===== src/rtl/cmos_cap_pkg.sv =====
// Shared definitions for the DVP RGB565 capture front end.
package cmos_cap_pkg;

   localparam int PIX_W = 16;

   typedef enum logic [1:0] {
      ST_SKIP    = 2'd0,
      ST_WAIT_VS = 2'd1,
      ST_ACTIVE  = 2'd2
   } cap_state_t;

endpackage


===== src/rtl/cmos_sync_edge.sv =====
// Input register stage for the DVP bus with vsync/href edge detection;
// dat_d is aligned with vs_d/hr_d so edge flags and data refer to the same sample.
module cmos_sync_edge (
   input  logic       clk,
   input  logic       rst_n,
   input  logic       vsync,
   input  logic       href,
   input  logic [7:0] data,
   output logic       vs_d,
   output logic       hr_d,
   output logic [7:0] dat_d,
   output logic       vs_rise,
   output logic       vs_fall,
   output logic       hr_fall
);

   logic vs_q;
   logic hr_q;

   always_ff @(posedge clk or negedge rst_n) begin
      if (!rst_n) begin
         vs_d  <= 1'b0;
         hr_d  <= 1'b0;
         dat_d <= '0;
         vs_q  <= 1'b0;
         hr_q  <= 1'b0;
      end else begin
         vs_d  <= vsync;
         hr_d  <= href;
         dat_d <= data;
         vs_q  <= vs_d;
         hr_q  <= hr_d;
      end
   end

   always_comb begin
      vs_rise = vs_d & ~vs_q;
      vs_fall = ~vs_d & vs_q;
      hr_fall = ~hr_d & hr_q;
   end

endmodule


===== src/rtl/cmos_rgb565_capture.sv =====
// Camera DVP capture: skips settling frames, packs byte pairs into RGB565
// pixels with x/y coordinates and frame/line markers, all in the pixel clock domain.
module cmos_rgb565_capture
   import cmos_cap_pkg::*;
#(
   parameter int SKIP_FRAMES = 10,
   parameter int XW          = 12,
   parameter int YW          = 12
) (
   input  logic             clk,
   input  logic             rst_n,
   input  logic             cmos_vsync,
   input  logic             cmos_href,
   input  logic [7:0]       cmos_data,
   output logic             pix_valid,
   output logic [PIX_W-1:0] pix_data,
   output logic [XW-1:0]    pix_x,
   output logic [YW-1:0]    pix_y,
   output logic             frame_start,
   output logic             frame_end,
   output logic             line_err,
   output logic [7:0]       frame_cnt
);

   localparam int SKW = (SKIP_FRAMES > 0) ? $clog2(SKIP_FRAMES + 1) : 1;
   localparam logic [SKW-1:0] SKIP_TGT = SKW'(SKIP_FRAMES);
   localparam cap_state_t RST_STATE = (SKIP_FRAMES == 0) ? ST_WAIT_VS : ST_SKIP;

   logic       vs_d, hr_d, vs_rise, vs_fall, hr_fall;
   logic [7:0] dat_d;

   cmos_sync_edge u_sync (
      .clk     (clk),
      .rst_n   (rst_n),
      .vsync   (cmos_vsync),
      .href    (cmos_href),
      .data    (cmos_data),
      .vs_d    (vs_d),
      .hr_d    (hr_d),
      .dat_d   (dat_d),
      .vs_rise (vs_rise),
      .vs_fall (vs_fall),
      .hr_fall (hr_fall)
   );

   cap_state_t       state, state_nxt;
   logic [SKW-1:0]   skip_cnt, skip_nxt;
   logic             phase, phase_nxt;
   logic [7:0]       hi_byte, hi_nxt;
   logic             line_pix, line_pix_nxt;
   logic [XW-1:0]    col, col_nxt;
   logic [YW-1:0]    row, row_nxt;
   logic             pv_nxt, fs_nxt, fe_nxt, le_nxt;
   logic [PIX_W-1:0] pd_nxt;
   logic [XW-1:0]    px_nxt;
   logic [YW-1:0]    py_nxt;
   logic [7:0]       fcnt_nxt;

   always_ff @(posedge clk or negedge rst_n) begin
      if (!rst_n) state <= RST_STATE;
      else        state <= state_nxt;
   end

   always_comb begin
      state_nxt    = state;
      skip_nxt     = skip_cnt;
      phase_nxt    = phase;
      hi_nxt       = hi_byte;
      line_pix_nxt = line_pix;
      col_nxt      = col;
      row_nxt      = row;
      pv_nxt       = 1'b0;
      pd_nxt       = pix_data;
      px_nxt       = pix_x;
      py_nxt       = pix_y;
      fs_nxt       = 1'b0;
      fe_nxt       = 1'b0;
      le_nxt       = 1'b0;
      fcnt_nxt     = frame_cnt;
      unique case (state)
         ST_SKIP: begin
            if (vs_rise) begin
               skip_nxt = skip_cnt + 1'b1;
               if (skip_nxt == SKIP_TGT) state_nxt = ST_WAIT_VS;
            end
         end
         ST_WAIT_VS: begin
            if (vs_fall) begin
               state_nxt    = ST_ACTIVE;
               fs_nxt       = 1'b1;
               fcnt_nxt     = frame_cnt + 1'b1;
               col_nxt      = '0;
               row_nxt      = '0;
               px_nxt       = '0;
               py_nxt       = '0;
               phase_nxt    = 1'b0;
               line_pix_nxt = 1'b0;
            end
         end
         ST_ACTIVE: begin
            // vsync rising aborts any partial line silently
            if (vs_rise) begin
               state_nxt    = ST_WAIT_VS;
               fe_nxt       = 1'b1;
               phase_nxt    = 1'b0;
               line_pix_nxt = 1'b0;
               col_nxt      = '0;
            end else if (!vs_d) begin
               if (hr_fall) begin
                  le_nxt       = phase;
                  if (line_pix && row != '1) row_nxt = row + 1'b1;
                  col_nxt      = '0;
                  phase_nxt    = 1'b0;
                  line_pix_nxt = 1'b0;
               end else if (hr_d) begin
                  if (!phase) begin
                     hi_nxt    = dat_d;
                     phase_nxt = 1'b1;
                  end else begin
                     pv_nxt       = 1'b1;
                     pd_nxt       = {hi_byte, dat_d};
                     px_nxt       = col;
                     py_nxt       = row;
                     if (col != '1) col_nxt = col + 1'b1;
                     line_pix_nxt = 1'b1;
                     phase_nxt    = 1'b0;
                  end
               end
            end
         end
         default: state_nxt = RST_STATE;
      endcase
   end

   always_ff @(posedge clk or negedge rst_n) begin
      if (!rst_n) begin
         skip_cnt    <= '0;
         phase       <= 1'b0;
         hi_byte     <= '0;
         line_pix    <= 1'b0;
         col         <= '0;
         row         <= '0;
         pix_valid   <= 1'b0;
         pix_data    <= '0;
         pix_x       <= '0;
         pix_y       <= '0;
         frame_start <= 1'b0;
         frame_end   <= 1'b0;
         line_err    <= 1'b0;
         frame_cnt   <= '0;
      end else begin
         skip_cnt    <= skip_nxt;
         phase       <= phase_nxt;
         hi_byte     <= hi_nxt;
         line_pix    <= line_pix_nxt;
         col         <= col_nxt;
         row         <= row_nxt;
         pix_valid   <= pv_nxt;
         pix_data    <= pd_nxt;
         pix_x       <= px_nxt;
         pix_y       <= py_nxt;
         frame_start <= fs_nxt;
         frame_end   <= fe_nxt;
         line_err    <= le_nxt;
         frame_cnt   <= fcnt_nxt;
      end
   end

endmodule

===== config.mk =====
export PLATFORM = sky130hd
export DESIGN_NAME = cmos_rgb565_capture
export DESIGN_NICKNAME = d
export VERILOG_FILES = /design/src/rtl/cmos_cap_pkg.sv /design/src/rtl/cmos_sync_edge.sv /design/src/rtl/cmos_rgb565_capture.sv
export SDC_FILE = /design/constraint.sdc
export NUM_CORES = 1
export LEC_CHECK = 0
export ABC_AREA = 1
export ABC_CLOCK_PERIOD_IN_PS = 5800
export BUFFER_PORTS_ARGS = -buffer_cell sky130_fd_sc_hd__buf_4
export CAP_MARGIN = 20
export CORE_UTILIZATION = 45
export CTS_CLUSTER_DIAMETER = 150
export CTS_CLUSTER_SIZE = 8
export DETAILED_ROUTE_END_ITERATION = 8
export MAX_ROUTING_LAYER = met4
export REMOVE_ABC_BUFFERS = 1
export SYNTH_ARGS = -nofsm -noshare
export SYNTH_HDL_FRONTEND = slang
export SYNTH_SLANG_ARGS = --single-unit

===== constraint.sdc =====
create_clock -name clk -period 5.8 [get_ports clk]
set_clock_uncertainty 0.2 [all_clocks]
set_input_delay 0.29 -clock clk [delete_from_list [all_inputs] [get_ports clk]]
set_output_delay 0.29 -clock clk [all_outputs]
set_load 0.01 [all_outputs]

==> impl_results.md <==
- Tot GR Track Use: approximately a fifth
- Worst-skew pair later-pin latency: 370 ps
- Max cap viols: 0
- Num ports: 64
- Most used cell, CP: buf_4
- Initial DRC count: between 150 and 200
- Critical Path Sink Type: flop
- Final setup vio count: 0
- # rows: 37
- H-tree depth: 3
- GR Util met2: between 20 and 30%
- Hold Buf Count CTS: 11
- GR Util met1: 26.6%
- Max VDD drop: 0.000147 V
- First-pass DRT Iterations: 6
- Power Dens Cells: 345 nW/um2
- Max FO, Critical Path: 29
- Pleak: 0.00274 uW
- Total core area: between 10000 and 15000 um2
- Syn Area/Cell: 8.87 um2
- Run status: finished clean
- RSZ-0062 raised after global routing: no
- Share of synthesized registers carrying an async set or reset: 100%
- Max clock buf depth: 2
- Slowest cell on crit path: nand2_1
- Final hold violations: 0
- Fin crit period: 3000 ps
- Reg area: 2600 um2
- Dpl ws: 2770 ps
- Startpoint Class: flop
- Inserted Diodes: 0
- Die H: 105 um
- Min-Delay Path Class: in -> async
- Final worst slack: 2800 ps
- Via-to-Cell Ratio: about 5.0
- Largest net degree at the start of global routing: 56
- Clock root cell: clkbuf_8
- Multi-input logic area: between 1500 and 2000 um2
- DPL Wire Length: 6760 um
- GPL Wtd Cong: between 0.9 and 1
- Slew headroom: 50.2%
- Post-synthesis register bit count: 104
- Synth top area share: 54.5%
- Setup TNS: 0 ps
- Req. time, crit path: 5870 ps
- Routed WL: 9700 um
- WS Path Type: reg -> reg
- Arrival @ worst endpoint: between 3000 and 4000 ps
- Port bufs: 63
- DRT antenna net count: 0
- Layout cells sized above 1: a little under a fifth
- Synth warnings: 0
- CTS tree: yes
- Top_reg_cell synth: dfrtp_1
- Worst Max-Slew Pin Slew: between 700 and 800 ps
- Post-CTS Resized: 0
- First-pass GRT wire length: 16600 um
- Antenna violations before repair: 0
- Most common cell after layout, fill and taps aside: nand2_1
- Final hold slack: 264 ps
- GRT busiest layer: met2
- CTS clk-pin slew, worst paths: 110 ps
- Commonest cells after routing, fill and taps aside: 160 x nand2_1, 104 x dfrtp_1, 66 x buf_4
- Worst stage delay on the critical path: 470 ps
- Area leader, netlist: dfrtp_1
- M3 GR Usage: 3.56%
- Slew Limit Fails: 0
- Syn-to-layout area delta: 18.3%
- Mapped Cells: 538
- Vias in the first global route: between 3k and 4k
- CTS buffer count: 9
- Die area: between 10000 and 15000 um2
- CP Cell Sequence: inv_1 -> ha_1 -> buf_4 -> inv_2 -> o21ai_4 -> nand2_1 -> buf_4 -> o31ai_1
- Vias: 3718
- Nets@finish: 631
- Setup Fix Bufs, Post-CTS: 0
- DR DRC count: 0
- Post-Syn Area: 4770 um2
- Total power: 1950 uW
- Distinct cell type count after synthesis: 30
- Total grt overflow: 0
- Average wire per standard cell: 12.9 um
- Top cells by area, synth: dfrtp_1 55%, nand2_1 13%, inv_1 3.7%
- Fillcell total: about 960
- Sequential share of the synthesized area: 54.5%
- Fin util: 54.7%
- Die W: 105 um
- Num Clock Sinks: approximately 100
- Peak Freq: 334 MHz
- Ratio of final minimum period to clock period: 51.7%
- Initial Util: 46.2%
- Post-synth EDFFs: 0
## worst max-delay path: cells and delay by family, from the launching register on
kind | cells | cell delay, ps
flops | 1 | 420
buf+inv | 4 | 1120
compound gates | 2 | 510
fa+ha+maj | 1 | 150
simple gates | 1 | 470
## worst paths after layout
kind | start | end | slack (ps) | depth (start not counted)
worst max-delay path | state[0] | pix_x[11] | 2800 | 8
worst min-delay path | rst_n | u_sync.dat_d[3] | 260 | 2
worst max register to register | state[0] | pix_x[11] | 2800 | 8
worst min register to register | frame_cnt[7] | frame_cnt[7] | 280 | 1
max in group asynchronous | rst_n | frame_end | 3990 | 3
min in group clk | frame_cnt[7] | frame_cnt[7] | 280 | 1
## per-layer routing
layer	wire, um	vias up
li1	-	1868
met1	4740	1756
met2	4490	83
met3	360	11
met4	111	0
met5	0	-
## layout make-up
| class | count | area share, % |
|---|---|---|
| Timing Repair Buffer | 77 | 10.7 |
| Multi-Input combinational cell | 363 | 33.1 |
| Clock inverter | 7 | 1.17 |
| Inverter | 55 | 3.66 |
| Tap cell | 136 | 3.01 |
| Clock buffer | 9 | 2.19 |
| Sequential cell | 104 | 46.1 |
## stage by stage
stage | instances | cell area [um2]
5_1_grt | 751 | 5650
3_3_place_gp | 724 | 5350
4_1_cts | 751 | 5650
2_1_floorplan | 522 | 4680
6_report | 751 | 5650
3_5_place_dp | 724 | 5350
## Yosys cell counts, types with 2 or more instances
library cell and n:
a21oi_1 2, dfrtp_1 104, nor3_1 7, clkbuf_1 5
nand2_1 160, xnor2_1 6, o21ai_0 28, nor2_1 41
ha_1 9, nand4_1 9, nor2_4 3, nand2_2 4
nand3_4 2, buf_4 3, buf_2 5, inv_1 47
o21ai_1 15, inv_2 8, buf_6 2, o21ai_2 6
xor2_1 13, nand3_1 34, o31ai_1 18
## cell families after synthesis
group / after synthesis / share of synthesized area [%]
AO/OA/AOI/OAI: 70 / 8.99
XOR/XNOR: 19 / 3.49
adder cells (fa/ha/maj): 9 / 2.36
buffers and inverters: 71 / 6.26
flip-flops: 104 / 54.5
AND/OR/NAND/NOR: 265 / 24.4
## state kept, by name, indices dropped and copies added (netlist names), 2 cells and up
name / count
pix_y: 12
frame_cnt: 8
row: 12
state: 2
pix_x: 12
pix_data: 16
u_sync.dat_d: 8
col: 12
hi_byte: 8
skip_cnt: 4
## where the power goes
| group | internal, uW | switching [uW] |
|---|---|---|
| registers | 848 | 90.2 |
| clock network | 166 | 270 |
| logic | 209 | 363 |
| total | 1220 | 723 |
No activity file was read; power rests on OpenSTA's default activity.
